File: config.mk
export PLATFORM = sky130hd
export DESIGN_NAME = div_seq_flat
export DESIGN_NICKNAME = d
export VERILOG_FILES = /design/src/rtl/div_seq_if.sv /design/src/rtl/div_seq.sv /design/src/flat_wrapper.sv
export SDC_FILE = /design/constraint.sdc
export NUM_CORES = 1
export LEC_CHECK = 0
export ABC_AREA = 1
export BUFFER_PORTS_ARGS = -buffer_cell sky130_fd_sc_hd__clkbuf_2
export CORE_MARGIN = 1
export CORE_UTILIZATION = 30
export DETAILED_ROUTE_END_ITERATION = 8
export SLEW_MARGIN = 20
export SYNTH_ARGS = -nofsm -noshare
export SYNTH_HDL_FRONTEND = slang
export SYNTH_SLANG_ARGS = --single-unit
File: constraint.sdc
create_clock -name clk -period 6.7 [get_ports clk]
set_clock_uncertainty 0.15 [all_clocks]
set_input_delay 0.67 -clock clk [delete_from_list [all_inputs] [get_ports clk]]
set_output_delay 0.67 -clock clk [all_outputs]
set_load 0.02 [all_outputs]
File: src/rtl/div_seq_if.sv
// Operand/result bundle for the sequential divider; master is the control unit.
// No backpressure: start is a request pulse, done is a one-cycle completion strobe.
interface div_seq_if #(
    parameter int WIDTH = 32
);
    logic             start;
    logic [WIDTH-1:0] a;
    logic [WIDTH-1:0] b;
    logic [WIDTH-1:0] hi;
    logic [WIDTH-1:0] lo;
    logic             busy;
    logic             done;
    logic             div_zero;

    modport master (
        output start, a, b,
        input  hi, lo, busy, done, div_zero
    );

    modport slave (
        input  start, a, b,
        output hi, lo, busy, done, div_zero
    );
endinterface

File: src/rtl/div_seq.sv
// Signed restoring divider (MIPS DIV): lo=quotient, hi=remainder; done WIDTH+3 cycles after start.
// No backpressure: start outside idle is dropped; b==0 finishes in 2 cycles with div_zero.
module div_seq #(
    parameter int WIDTH = 32
) (
    input  logic      clk,
    input  logic      reset,
    div_seq_if.slave  dv
);
    typedef enum logic [2:0] {IDLE, RUN, FIX, DONE, ZERO} state_t;

    localparam logic [5:0] LAST = 6'(WIDTH - 1);

    state_t           state_q, state_d;
    logic             pend_q, pend_d;
    logic [WIDTH-1:0] a_q, a_d;
    logic [WIDTH-1:0] b_q, b_d;
    logic [WIDTH-1:0] rem_q, rem_d;
    logic [WIDTH-1:0] quo_q, quo_d;
    logic [WIDTH-1:0] dvs_q, dvs_d;
    logic             neg_quo_q, neg_quo_d;
    logic             neg_rem_q, neg_rem_d;
    logic [5:0]       cnt_q, cnt_d;
    logic [WIDTH-1:0] hi_q, hi_d;
    logic [WIDTH-1:0] lo_q, lo_d;
    logic             div_zero_q, div_zero_d;
    logic [WIDTH-1:0] rem_sh;

    always_ff @(posedge clk or posedge reset) begin
        if (reset) begin
            state_q    <= IDLE;
            pend_q     <= 1'b0;
            a_q        <= '0;
            b_q        <= '0;
            rem_q      <= '0;
            quo_q      <= '0;
            dvs_q      <= '0;
            neg_quo_q  <= 1'b0;
            neg_rem_q  <= 1'b0;
            cnt_q      <= '0;
            hi_q       <= '0;
            lo_q       <= '0;
            div_zero_q <= 1'b0;
        end else begin
            state_q    <= state_d;
            pend_q     <= pend_d;
            a_q        <= a_d;
            b_q        <= b_d;
            rem_q      <= rem_d;
            quo_q      <= quo_d;
            dvs_q      <= dvs_d;
            neg_quo_q  <= neg_quo_d;
            neg_rem_q  <= neg_rem_d;
            cnt_q      <= cnt_d;
            hi_q       <= hi_d;
            lo_q       <= lo_d;
            div_zero_q <= div_zero_d;
        end
    end

    always_comb begin
        state_d    = state_q;
        pend_d     = pend_q;
        a_d        = a_q;
        b_d        = b_q;
        rem_d      = rem_q;
        quo_d      = quo_q;
        dvs_d      = dvs_q;
        neg_quo_d  = neg_quo_q;
        neg_rem_d  = neg_rem_q;
        cnt_d      = cnt_q;
        hi_d       = hi_q;
        lo_d       = lo_q;
        div_zero_d = div_zero_q;
        rem_sh     = {rem_q[WIDTH-2:0], quo_q[WIDTH-1]};

        case (state_q)
            IDLE: begin
                // Operands are captured on the start edge and dispatched one cycle later.
                if (pend_q) begin
                    pend_d = 1'b0;
                    if (b_q == '0) begin
                        div_zero_d = 1'b1;
                        state_d    = ZERO;
                    end else begin
                        quo_d     = a_q[WIDTH-1] ? -a_q : a_q;
                        dvs_d     = b_q[WIDTH-1] ? -b_q : b_q;
                        rem_d     = '0;
                        neg_quo_d = a_q[WIDTH-1] ^ b_q[WIDTH-1];
                        neg_rem_d = a_q[WIDTH-1];
                        cnt_d     = '0;
                        state_d   = RUN;
                    end
                end else if (dv.start) begin
                    a_d        = dv.a;
                    b_d        = dv.b;
                    div_zero_d = 1'b0;
                    pend_d     = 1'b1;
                end
            end
            RUN: begin
                // |b| <= 2^(WIDTH-1) keeps the shifted remainder within WIDTH bits.
                if (rem_sh >= dvs_q) begin
                    rem_d = rem_sh - dvs_q;
                    quo_d = {quo_q[WIDTH-2:0], 1'b1};
                end else begin
                    rem_d = rem_sh;
                    quo_d = {quo_q[WIDTH-2:0], 1'b0};
                end
                cnt_d = cnt_q + 6'd1;
                if (cnt_q == LAST) begin
                    state_d = FIX;
                end
            end
            FIX: begin
                lo_d    = neg_quo_q ? -quo_q : quo_q;
                hi_d    = neg_rem_q ? -rem_q : rem_q;
                state_d = DONE;
            end
            DONE: state_d = IDLE;
            ZERO: state_d = IDLE;
            default: state_d = IDLE;
        endcase
    end

    assign dv.hi       = hi_q;
    assign dv.lo       = lo_q;
    assign dv.busy     = (state_q == RUN) || (state_q == FIX);
    assign dv.done     = (state_q == DONE) || (state_q == ZERO);
    assign dv.div_zero = div_zero_q;
endmodule

File: src/flat_wrapper.sv
// flat-port wrapper written by rule: the top's interface ports become plain ports
module div_seq_flat 
#(
    parameter int WIDTH = 32
)
  (clk, reset, dv_start, dv_a, dv_b, dv_hi, dv_lo, dv_busy, dv_done, dv_div_zero);
  div_seq_if #(.WIDTH(WIDTH)) dv_i ();
  input  logic clk;
  input  logic reset;
  input wire logic [$bits(dv_i.start)-1:0] dv_start;
  input wire logic [$bits(dv_i.a)-1:0] dv_a;
  input wire logic [$bits(dv_i.b)-1:0] dv_b;
  output wire logic [$bits(dv_i.hi)-1:0] dv_hi;
  output wire logic [$bits(dv_i.lo)-1:0] dv_lo;
  output wire logic [$bits(dv_i.busy)-1:0] dv_busy;
  output wire logic [$bits(dv_i.done)-1:0] dv_done;
  output wire logic [$bits(dv_i.div_zero)-1:0] dv_div_zero;
  assign dv_i.start = dv_start;
  assign dv_i.a = dv_a;
  assign dv_i.b = dv_b;
  assign dv_hi = dv_i.hi;
  assign dv_lo = dv_i.lo;
  assign dv_busy = dv_i.busy;
  assign dv_done = dv_i.done;
  assign dv_div_zero = dv_i.div_zero;
  div_seq #(.WIDTH(WIDTH)) u_core (.clk(clk), .reset(reset), .dv(dv_i));
endmodule
==> out/qor.txt, run 1 <==
Synthesized flop and latch total - 237
Worst Reg-to-Reg Cells - 11
Post-layout min period - 3.28 ns
Htree depth - 1
Die height - 231 µm
# diodes - 0
DRC Markers - 0
Register share of total power - 26.4%
Detail Placement HPWL - 39.7 mm
PwrDens - 609 nW/µm²
Total routed wirelength - 50.7 mm
WS Path Type - register to output pin
TritonCTS buffer count - 28
Post-DP Area - 17,000 µm²
DR pass1 iterations - 5
Vias - 15,000
CTS root buf - clkbuf_16
Maximum capacitance violations - 0
Switching power - 5.78 mW
IR Drop Worst-Case VDD - 0.315 mV
Post-CTS resize count - 0
Die width - 231 µm
Most used flip-flop cell after synthesis - dfrtp_1
Design area - 18,000 µm²
TritonCTS clock tree - done
Crit path max fanout - 68
EDFF count, synth - 0
CP Data Arrival Time - 2.46 ns
Switching share of power - 52.9%
Cells after synthesis - 2,331
Clock buffer depth - 3
Crit path required time - 5.88 ns
Cell count after placement - 3,080
Avg Cell Area, Syn - 6.76 µm²
1st-iter DRT viols - 1,343
Top cells by area, synth - dfrtp_1, nand2_1, nand3_1
Starting density of the core - 30.5%
Pins Over Slew Limit - 0
Worst setup SP type - register
Area growth syn-to-layout - 14.0%
Cell taking the most area after synthesis - dfrtp_1
Top cell type's share of synthesized area - 37.6%
CTS Hold Bufs - 1
Syn nets - 2,436
Drt wl/cell - 16.2 µm
Initial antenna violation count - 0
Critical R2R Capture - u_core.quo_q[30]
Final worst path period share - 49.0%
CORE AREA - 51,600 µm²
Layout cells sized above 1 - 10.2%
Beginning of the critical path - u_core.state_q[2]
Synthesized cell area - 15,800 µm²
Total gr overflow - 0
Asr flop ratio synth - 100%
Via density - 4.80
Clock share of power - 14.5%
Postcts setup bufs - 0
Port Buffers - 133
Worst Tran Pin Value - 1.09 ns
Hold Path Cell Cnt - 3
Most common cell after layout, fill and taps aside - nand2_1
Final Wtd Congestion - 0.912
Ys Warns - 0
Row count - 83
Final hold vios - 0
Final net count - 2,536
Most frequent cells in the layout - nand2_1, inv_1, dfrtp_1
Slew headroom - 27.5%
RSZ-0062 raised after global routing - no
Global-route wire length before repair - 80.8 mm
CP Capture Point - dv_busy
Lkg Pwr - 9.26 nW
Sequential fraction of the synthesis area - 37.6%
Combinational share of power - 59.1%
Full die area - 53,400 µm²
Status - complete, no violations
Post-route insts no fill - 3,131
Fmax - 304 MHz
Post-route ant nets - 0
CP endpoint kind - output pin
Clk slew on worst S/H paths - 0.06 ns
Netlist cell types - 45
I/O pin cnt - 134
Worst-Skew Late Latency - 0.58 ns
Worst min-delay path class - primary input to register
Cell Int Power - 5.14 mW
Vias in the first global route - 14,400
Setup TNS - 0 ns
Largest net degree at the start of global routing - 163
Filler Cell Count - 5,531
Global Route Usage Sum - 19.1%
Num Clock Sinks - 237
Setup violators final - 0
Worst r2r src - u_core.b_q[31]
R2r setup slk - 3.53 ns
per-stage QoR:
stage / setup WS (ns) / total power [mW] / hold WS (ns) / util (%)
6_report: 3.42 / 10.9 / 0.135 / 34.8
5_1_grt: 3.21 / 12.0 / 0.121 / 34.8
4_1_cts: 3.39 / 11.0 / 0.110 / 34.8
3_5_place_dp: 3.57 / 9.33 / 0.315 / 32.9
3_3_place_gp: 3.60 / 9.27 / 0.316 / 32.9
2_1_floorplan: 2.77 / 7.43 / 0.299 / -
worst max-delay path, stage by stage (launching register included):
cell and delay (ns):
dfrtp_1 0.42, nor3_4 0.20, buf_4 0.61, inv_2 0.30
nand2_1 0.16, clkbuf_2 0.19
power by group through the flow:
stage | registers [mW] | clock network, mW | logic, mW
2_1_floorplan | 2.79 | 0 | 4.64
3_3_place_gp | 2.87 | 0 | 6.40
3_5_place_dp | 2.89 | 0 | 6.44
4_1_cts | 2.87 | 1.62 | 6.48
5_1_grt | 2.97 | 1.67 | 7.34
6_report | 2.88 | 1.58 | 6.46
how the worst min path moves through the flow:
stage / from / endpoint / slack [ns]
final: dv_a[11] / u_core.a_q[11] / 0.13
after global routing: dv_a[11] / u_core.a_q[11] / 0.12
after CTS: dv_a[11] / u_core.a_q[11] / 0.11
after detailed placement: u_core.dv.hi[14] / u_core.dv.hi[14] / 0.31
after global placement: u_core.quo_q[1] / u_core.quo_q[2] / 0.32
after floorplan: u_core.dvs_q[30] / u_core.dvs_q[30] / 0.30
logic make-up (layout without fill, tap and decap cells):
| logic type | count (synthesis) | count (layout) | share of synthesized area [%] |
|---|---|---|---|
| AND/OR/NAND/NOR | 1355 | 1355 | 35.9 |
| adder cells (fa/ha/maj) | 38 | 38 | 3.07 |
| AO/OA/AOI/OAI | 237 | 237 | 8.79 |
| flip-flops | 237 | 237 | 37.6 |
| XOR/XNOR | 82 | 82 | 4.56 |
| multiplexers | 1 | 1 | 0.0635 |
| buffers and inverters | 381 | 501 | 9.93 |
sequential cells by signal, summed over array words and instances (netlist names):
name	count
u_core.state_q	3
u_core.cnt_q	6
u_core.rem_q	32
u_core.neg_rem_q	1
u_core.b_q	32
u_core.a_q	32
u_core.quo_q	32
u_core.dvs_q	32
u_core.pend_q	1
u_core.dv.div_zero	1
u_core.dv.lo	32
u_core.dv.hi	32
u_core.neg_quo_q	1
layer usage:
metal	share of wire (%)	GRT usage, %	vias to the layer above
met2	44	29.9	405
met4	2.2	4.43	0
li1	-	-	7551
met1	48	27.3	7014
met3	5.5	3.11	73
met5	0	0	-
area by class of cell:
class | instances | area (µm²) | area share [%]
flip-flops and latches | 237 | 5930 | 33.0
inverters | 307 | 1160 | 6.48
repair buffers | 144 | 763 | 4.25
multi-input cells | 1713 | 8270 | 46.1
well taps | 680 | 851 | 4.74
clock inverters | 15 | 188 | 1.05
clock buffers | 35 | 787 | 4.38
cell usage after synthesis, types with 2 or more instances:
cell	instances
dfrtp_1	237
clkbuf_1	33
buf_1	8
nor2_2	10
nor3_1	16
nand2_1	847
nand2_8	2
a21oi_1	34
ha_1	37
nand3b_1	8
xor2_1	64
nor2_1	191
o21ai_0	149
nand2_2	2
and2_1	3
inv_2	8
o211ai_2	17
nor3_2	2
buf_4	4
nor2_4	5
nand4_1	35
nand2_4	2
o31ai_1	8
nand3_1	225
o21bai_1	2
o21ai_1	8
o22ai_1	2
buf_2	16
inv_1	297
buf_6	12
xnor2_1	18
or2_2	4
o211ai_1	13
No activity file was read; power rests on OpenSTA's default activity.
==> run 2: changes to the inputs <==
clock period = 2.98 ns   (was 6.7 ns; I/O delays follow)
==> run 2 against run 1 <==
Effect of this change:
- design area rose by 5.3%
- setup slack lost 3.1 ns
- count of clock-buffer cells in the layout grew 3
- first-iteration DRC count is 8.3% higher
- non-clock buffer count grew 90
- final cell count increased by 2.9%
- sequential share of layout area is 1.7 points lower
- utilization grew 1.9 points
- register-to-register slack got worse by 3.2 ns
- largest cell class unchanged
==> out/qor.txt, run 2 (same netlist as run 1, synthesis figures left out) <==
Layout cells sized above 1 - 10.7% (+0.50 points)
Area growth syn-to-layout - 20.1%
Beginning of the critical path - u_core.quo_q[31]
Starting density of the core - 30.5% (unchanged)
Number of buffer and inverter stages on the critical path - 3 (unchanged)
CP Cell Sequence - inv_1 -> ha_1 -> fa_1 -> inv_1 -> nand2_1 -> nand2_1 -> nand3b_1 -> nand2_1 -> nand2_1 -> nand3_2 -> nand2_4 -> nand2_4 -> buf_4 -> nand2_1 -> nand3_1 -> nand2_1
Post-route insts no fill - 3,221 (+2.9%)
Post-layout min period - 2.69 ns
CTS root buf - clkbuf_16
Most common cell after layout, fill and taps aside - nand2_1
Final Wtd Congestion - 0.916 (+0.45%)
Crit path max fanout - 23 (-66%)
Slew headroom - 44.3% (+17 points)
CP max stage cell - fa_1
Global-route wire length before repair - 82.8 mm (+2.5%)
TritonCTS clock tree - done
Total routed wirelength - 52.2 mm (+3.0%)
Cell count after placement - 3,106 (+0.84%)
Worst Tran Pin Value - 0.835 ns (-0.252 ns)
Worst setup SP type - register
Min Hold Slack - 0.0205 ns (-0.114 ns)
Pins Over Slew Limit - 0 (unchanged)
Worst r2r src - u_core.quo_q[31]
WS Path Type - register to register
Vias in the first global route - 14,500 (+0.82%)
Largest net degree at the start of global routing - 99 (-39%)
DRC Markers - 0 (unchanged)
Hold Path Origin - dv_start
I/O pin cnt - 134 (unchanged)
TritonCTS buffer count - 28 (unchanged)
Storage element area - 5930 µm² (unchanged)
Die height - 231 µm (unchanged)
Drt wl/cell - 16.2 µm (+0.13%)
1st-iter DRT viols - 1,455 (+8.3%)
PwrDens - 1330 nW/µm² (+120%)
Num Clock Sinks - 237 (unchanged)
Design area - 18,900 µm² (+5.3%)
Crit path required time - 3.28 ns (-2.60 ns)
Die width - 231 µm (unchanged)
Global Route Usage Sum - 19.6% (+0.57 points)
Multi-input logic area - 8270 µm² (unchanged)
Port Buffers - 133 (unchanged)
Kind of cell adding the most delay to the critical path - simple AND/OR/NAND/NOR gates
Setup violators final - 0 (unchanged)
Clk slew on worst S/H paths - 0.06 ns (about the same)
DR pass1 iterations - 6 (+1)
CORE AREA - 51,600 µm² (unchanged)
Final net count - 2,626 (+3.5%)
Post-route ant nets - 0 (unchanged)
Postcts setup bufs - 0 (unchanged)
Post-CTS resize count - 0 (unchanged)
Via density - 4.81 (+0.16%)
Lkg Pwr - 9.70 nW (+4.8%)
Worst stage delay on the critical path - 0.41 ns (-0.20 ns)
Full die area - 53,400 µm² (unchanged)
# diodes - 0 (unchanged)
Final hold vios - 0 (unchanged)
Total gr overflow - 0 (unchanged)
CP Data Arrival Time - 2.99 ns (+0.53 ns)
Maximum capacitance violations - 0 (unchanged)
Worst min-delay path class - primary input to register
RSZ-0062 raised after global routing - no
Clock buffer depth - 3 (unchanged)
IR Drop Worst-Case VDD - 0.818 mV (+160%)
Most frequent cells in the layout - nand2_1, inv_1, dfrtp_1
Row count - 83 (unchanged)
R2r setup slk - 0.29 ns (-3.24 ns)
Worst-Skew Late Latency - 0.59 ns (about the same)
Detail Placement HPWL - 40.5 mm (+2.0%)
Fmax - 372 MHz
CP dominant cell by count - nand2_1
Status - complete, no violations
Htree depth - 1 (unchanged)
CP endpoint kind - register
Post-DP Area - 17,300 µm² (+1.7%)
Final worst path period share - 90.2%
Filler Cell Count - 5,407 (-2.2%)
Initial antenna violation count - 1 (+1)
Vias - 15,500 (+3.0%)
## run 2: cell count changes in the layout (fill, tap and decap cells not counted)
| cell | change |
|---|---|
| dlygate4sd3_1 | +64 |
| buf_4 | +19 |
| buf_12 | +7 |
| clkbuf_1 | +4 |
| clkinv_2 | -3 |
| bufinv_16 | +2 |
| clkinv_4 | -2 |
| clkinvlp_4 | -2 |
| clkbuf_8 | -1 |
| inv_6 | +1 |
| inv_8 | +1 |
## run 2: tightest hold or removal path, stage by stage
cell,delay (ns)
clkbuf_2,0.09
nand2_2,0.19
o21ai_0,0.13
## run 2: final cells by class
cell class | count | share of cell area (%)
clock inverter | 12 | 1.16
clock buffer | 38 | 4.17
tap | 680 | 4.50
timing repair buffer | 234 | 8.92
inverter | 307 | 6.15
sequential | 237 | 31.4
multi-input combinational | 1713 | 43.7
## run 2: path summary, 6_finish.rpt
| check | endpoint | cells after the start |
|---|---|---|
| worst max register to register | u_core.rem_q[6] | 16 |
| worst min register to register | u_core.dv.lo[30] | 2 |
| worst min-delay path | u_core.pend_q | 3 |
| max in group asynchronous | u_core.dv.hi[2] | 4 |
| worst max-delay path | u_core.rem_q[6] | 16 |
| min in group asynchronous | u_core.b_q[8] | 3 |
## run 2: metrics by stage
step	power, mW	worst slack (ns)	util (%)	TNS, ns
detailed placement	21.3	0.319	33.4	0
floorplan	16.7	-0.574	-	-136.01
global route	27.5	0.0733	36.6	0
global placement	21.2	0.375	33.4	0
CTS	25.2	0.306	36.6	0
finish	25.2	0.292	36.6	0
## run 2: metal layers
layer / routed length, µm / vias to the layer above / part of all wire (%) / global-route usage [%]
li1: - / 7738 / - / -
met1: 24500 / 7202 / 47 / 28.6
met2: 23200 / 500 / 44 / 30.5
met3: 3500 / 58 / 6.7 / 3.13
met4: 984 / 2 / 1.9 / 3.97
met5: 13 / - / 0.025 / 0
## run 2: where the power goes
| part | internal [mW] | total, mW | leakage, nW | switching (mW) |
|---|---|---|---|---|
| Combinational | 4.96 | 15.1 | 6.27 | 10.2 |
| Clock | 2.30 | 3.80 | 0.495 | 1.50 |
| Sequential | 4.76 | 6.29 | 2.94 | 1.53 |
## run 2: repair_timing
action                                 CTS  global route
setup endpoints to repair                0             0
endpoints found under the hold margin   86             0
hold buffers                            65             0
==> run 3: changes to the inputs <==
ABC_AREA = not set   (was 1)
==> run 3 against run 2 <==
Effect of this change:
- the flow now finishes with violations (setup timing)
- sequential cell count did not move
- register-to-register slack got worse by 0.54 ns
- utilization rose by 6.1 points
- synthesized area fell by 15%
- largest cell class unchanged
- total power fell by 8.7%
- global-route usage fell by 2.4 points
- via count fell by 25%
- worst hold slack improved by 0.23 ns
- routed wire length fell by 24%
- design area fell by 0.36%
- synthesized cell count fell by 40%
==> out/qor.txt, run 3 <==
Post-route insts no fill - 2,373 (-26%)
Final hold vios - 0 (unchanged)
Top cells by area, synth - dfrtp_1, xor2_1, o21ai_0
Lkg Pwr - 8.54 nW (-12%)
Avg Cell Area, Syn - 9.63 µm² (+42%)
CP Data Arrival Time - 3.55 ns (+0.56 ns)
Final net count - 1,867 (-29%)
Initial antenna violation count - 2 (+1)
Final worst path period share - 108% (+18 points)
Global-route wire length before repair - 62.3 mm (-25%)
Worst Reg-to-Reg Cells - 10 (-6)
Asr flop ratio synth - 100% (unchanged)
Pins Over Slew Limit - 0 (unchanged)
Worst-Skew Late Latency - 0.58 ns (about the same)
Port Buffers - 133 (unchanged)
Most frequent cells in the layout - dfrtp_1, buf_4, nand2_1
Worst Tran Pin Value - 0.734 ns (-0.101 ns)
Crit path depth - 10 (-6)
1st-iter DRT viols - 607 (-58%)
Beginning of the critical path - u_core.b_q[2]
Htree depth - 1 (unchanged)
Total routed wirelength - 39.7 mm (-24%)
Critical R2R Capture - u_core.quo_q[12]
Most common cell in the netlist - dfrtp_1
TritonCTS buffer count - 26 (-7.1%)
Commonest cells in the synthesized netlist - dfrtp_1, nand2_1, o21ai_0
Clk slew on worst S/H paths - 0.06 ns (about the same)
Register share of total power - 25.7% (+0.8 points)
Clock share of power - 13.2% (-1.9 points)
Status - complete, but fails checks
CP Capture Point - u_core.quo_q[12]
Fmax - 310 MHz (-17%)
Netlist cell types - 66 (+47%)
RSZ-0062 raised after global routing - yes
I/O pin cnt - 134 (unchanged)
Starting density of the core - 30.4% (-0.17 points)
CP Cell Sequence - or4_4 -> nor4_4 -> nand4_1 -> or4_4 -> or3b_4 -> and3_4 -> nor2_8 -> buf_12 -> clkbuf_16 -> a221o_1
Worst stage delay on the critical path - 0.55 ns (+0.14 ns)
Synthesized cell area - 13,400 µm² (-15%)
Design area - 18,800 µm² (-0.36%)
Maximum capacitance violations - 0 (unchanged)
Full die area - 45,500 µm² (-15%)
Cells after synthesis - 1,391 (-40%)
Most used flip-flop cell after synthesis - dfrtp_1
Setup violators final - 99 (+99)
Pwr Total - 23.0 mW (-8.7%)
Largest net degree at the start of global routing - 76 (-23%)
Cell count after placement - 2,218 (-29%)
CP max stage cell - or4_4
Top cell type's share of synthesized area - 44.3% (+6.6 points)
TritonCTS clock tree - done
Number of buffer and inverter stages on the critical path - 2 (-1)
Setup TNS - -15.44 ns (-15.44 ns)
Worst r2r src - u_core.b_q[2]
Most common cell after layout, fill and taps aside - dfrtp_1
Detail Placement HPWL - 28.2 mm (-30%)
IR Drop Worst-Case VDD - 0.767 mV (-6.2%)
DR pass1 iterations - 5 (-1)
DP Worst Slack - -0.242 ns (-0.560 ns)
DRC Markers - 0 (unchanged)
Num Clock Sinks - 237 (unchanged)
WS Path Type - register to register
Combinational share of power - 61.1% (+1.1 points)
Final worst slack - -0.246 ns (-0.538 ns)
Switching share of power - 42.7% (-9.7 points)
CORE AREA - 44,100 µm² (-15%)
CP endpoint kind - register
Crit path max fanout - 11 (-52%)
Cell taking the most area after synthesis - dfrtp_1
Slew headroom - 51.0% (+6.7 points)
Area growth syn-to-layout - 40.7%
Sequential fraction of the synthesis area - 44.3% (+6.6 points)
Violated checks - setup timing
PwrDens - 1220 nW/µm² (-8.3%)
Global Route Usage Sum - 17.2% (-2.4 points)
EDFF count, synth - 0 (unchanged)
Min Hold Slack - 0.246 ns (+0.225 ns)
CTS root buf - clkbuf_16
Die height - 213 µm (-7.7%)
Final Wtd Congestion - 0.874 (-4.6%)
Post-layout min period - 3.23 ns (+0.538 ns)
Layout cells sized above 1 - 33.0% (+22 points)
Vias in the first global route - 11,500 (-21%)
Ys Warns - 0 (unchanged)
Switching power - 9.83 mW (-26%)
Clock buffer depth - 3 (unchanged)
Syn nets - 1,496 (-39%)
Via density - 4.88 (+1.5%)
Kind of cell adding the most delay to the critical path - simple AND/OR/NAND/NOR gates
Crit path required time - 3.30 ns (+0.02 ns)
Drt wl/cell - 16.7 µm (+3.2%)
Row count - 77 (-7.2%)
Worst min-delay path class - primary input to async pin
Total gr overflow - 0 (unchanged)
Vias - 11,600 (-25%)
Worst setup SP type - register
Synthesized flop and latch total - 237 (unchanged)
Post-route ant nets - 0 (unchanged)
Final core occ - 42.7% (+6.1 points)
R2r setup slk - -0.25 ns (-0.54 ns)
Die width - 213 µm (-7.7%)
Cell Int Power - 13.2 mW (+9.9%)
Post-DP Area - 16,000 µm² (-7.2%)
CP dominant cell by count - or4_4
-- run 3: cell types whose count changed after synthesis, sizes merged, moves of 24 or more --
cell / delta
a21o: +26
a221o: +28
buf: -24
inv: -252
mux2: +60
mux2i: +32
nand2: -662
nand3: -200
nor2: -140
o211ai: -26
o21ai: +27
xnor2: +27
xor2: +38
-- run 3: worst min path at each step --
| stage | startpoint | endpoint |
|---|---|---|
| floorplan | dv_a[0] | u_core.a_q[0] |
| global placement | reset | u_core.dv.lo[14] |
| detailed placement | reset | u_core.dv.lo[14] |
| CTS | reset | u_core.dv.lo[16] |
| global route | reset | u_core.dv.lo[16] |
| finish | reset | u_core.dv.lo[16] |
-- run 3: logic make-up (layout without fill, tap and decap cells) --
family	count (synthesis)	after routing	share of synthesized area, %
DFF	237	237	44.3
other	0	3	0
muxes	93	93	7.51
xor gates and xnor gates	147	147	9.61
and+or+nand+nor	380	380	13.4
buffers and inverters	122	509	3.69
adders and majority gates	38	38	3.61
AOI/OAI and AO/OA	374	374	17.9
-- run 3: layout make-up --
cell class,instances,area (µm²)
fillers,4302,25300
multi-input cells,1032,7700
flip-flops and latches,237,5930
repair buffers,411,3470
well taps,592,741
clock buffers,38,736
inverters,54,206
clock inverters,6,50.0
diodes,3,7.51
-- run 3: what timing repair did --
| item | in CTS | in global routing |
|---|---|---|
| hold endpoints to repair | 84 | 0 |
| setup endpoints to repair | 109 | 117 |
| gates resized for setup | 117 | 91 |
| gates cloned | 8 | 6 |
| hold buffers | 66 | 0 |
| setup buffers | 17 | 11 |
| pin swaps | 56 | 45 |
-- run 3: power groups by stage --
stage / Clock, mW / Sequential, mW / Combinational [mW]
after floorplan: 0 / 5.79 / 8.04
after global placement: 0 / 5.79 / 11.9
after detailed placement: 0 / 5.86 / 12.1
after CTS: 3.13 / 5.82 / 13.2
after global routing: 3.26 / 6.08 / 15.4
final: 3.05 / 5.91 / 14.1
-- run 3: metal layers --
| metal | vias up | global-route usage, % | part of all wire, % |
|---|---|---|---|
| li1 | 5725 | - | - |
| met1 | 5555 | 25.3 | 49 |
| met2 | 237 | 26.1 | 44 |
| met3 | 68 | 2.16 | 4.2 |
| met4 | 0 | 5.57 | 2.7 |
| met5 | - | 0 | 0 |
-- run 3: tightest hold or removal path: stages --
cell and delay, ns:
dlygate4sd3_1 0.54, clkbuf_2 0.13, clkinvlp_4 0.40
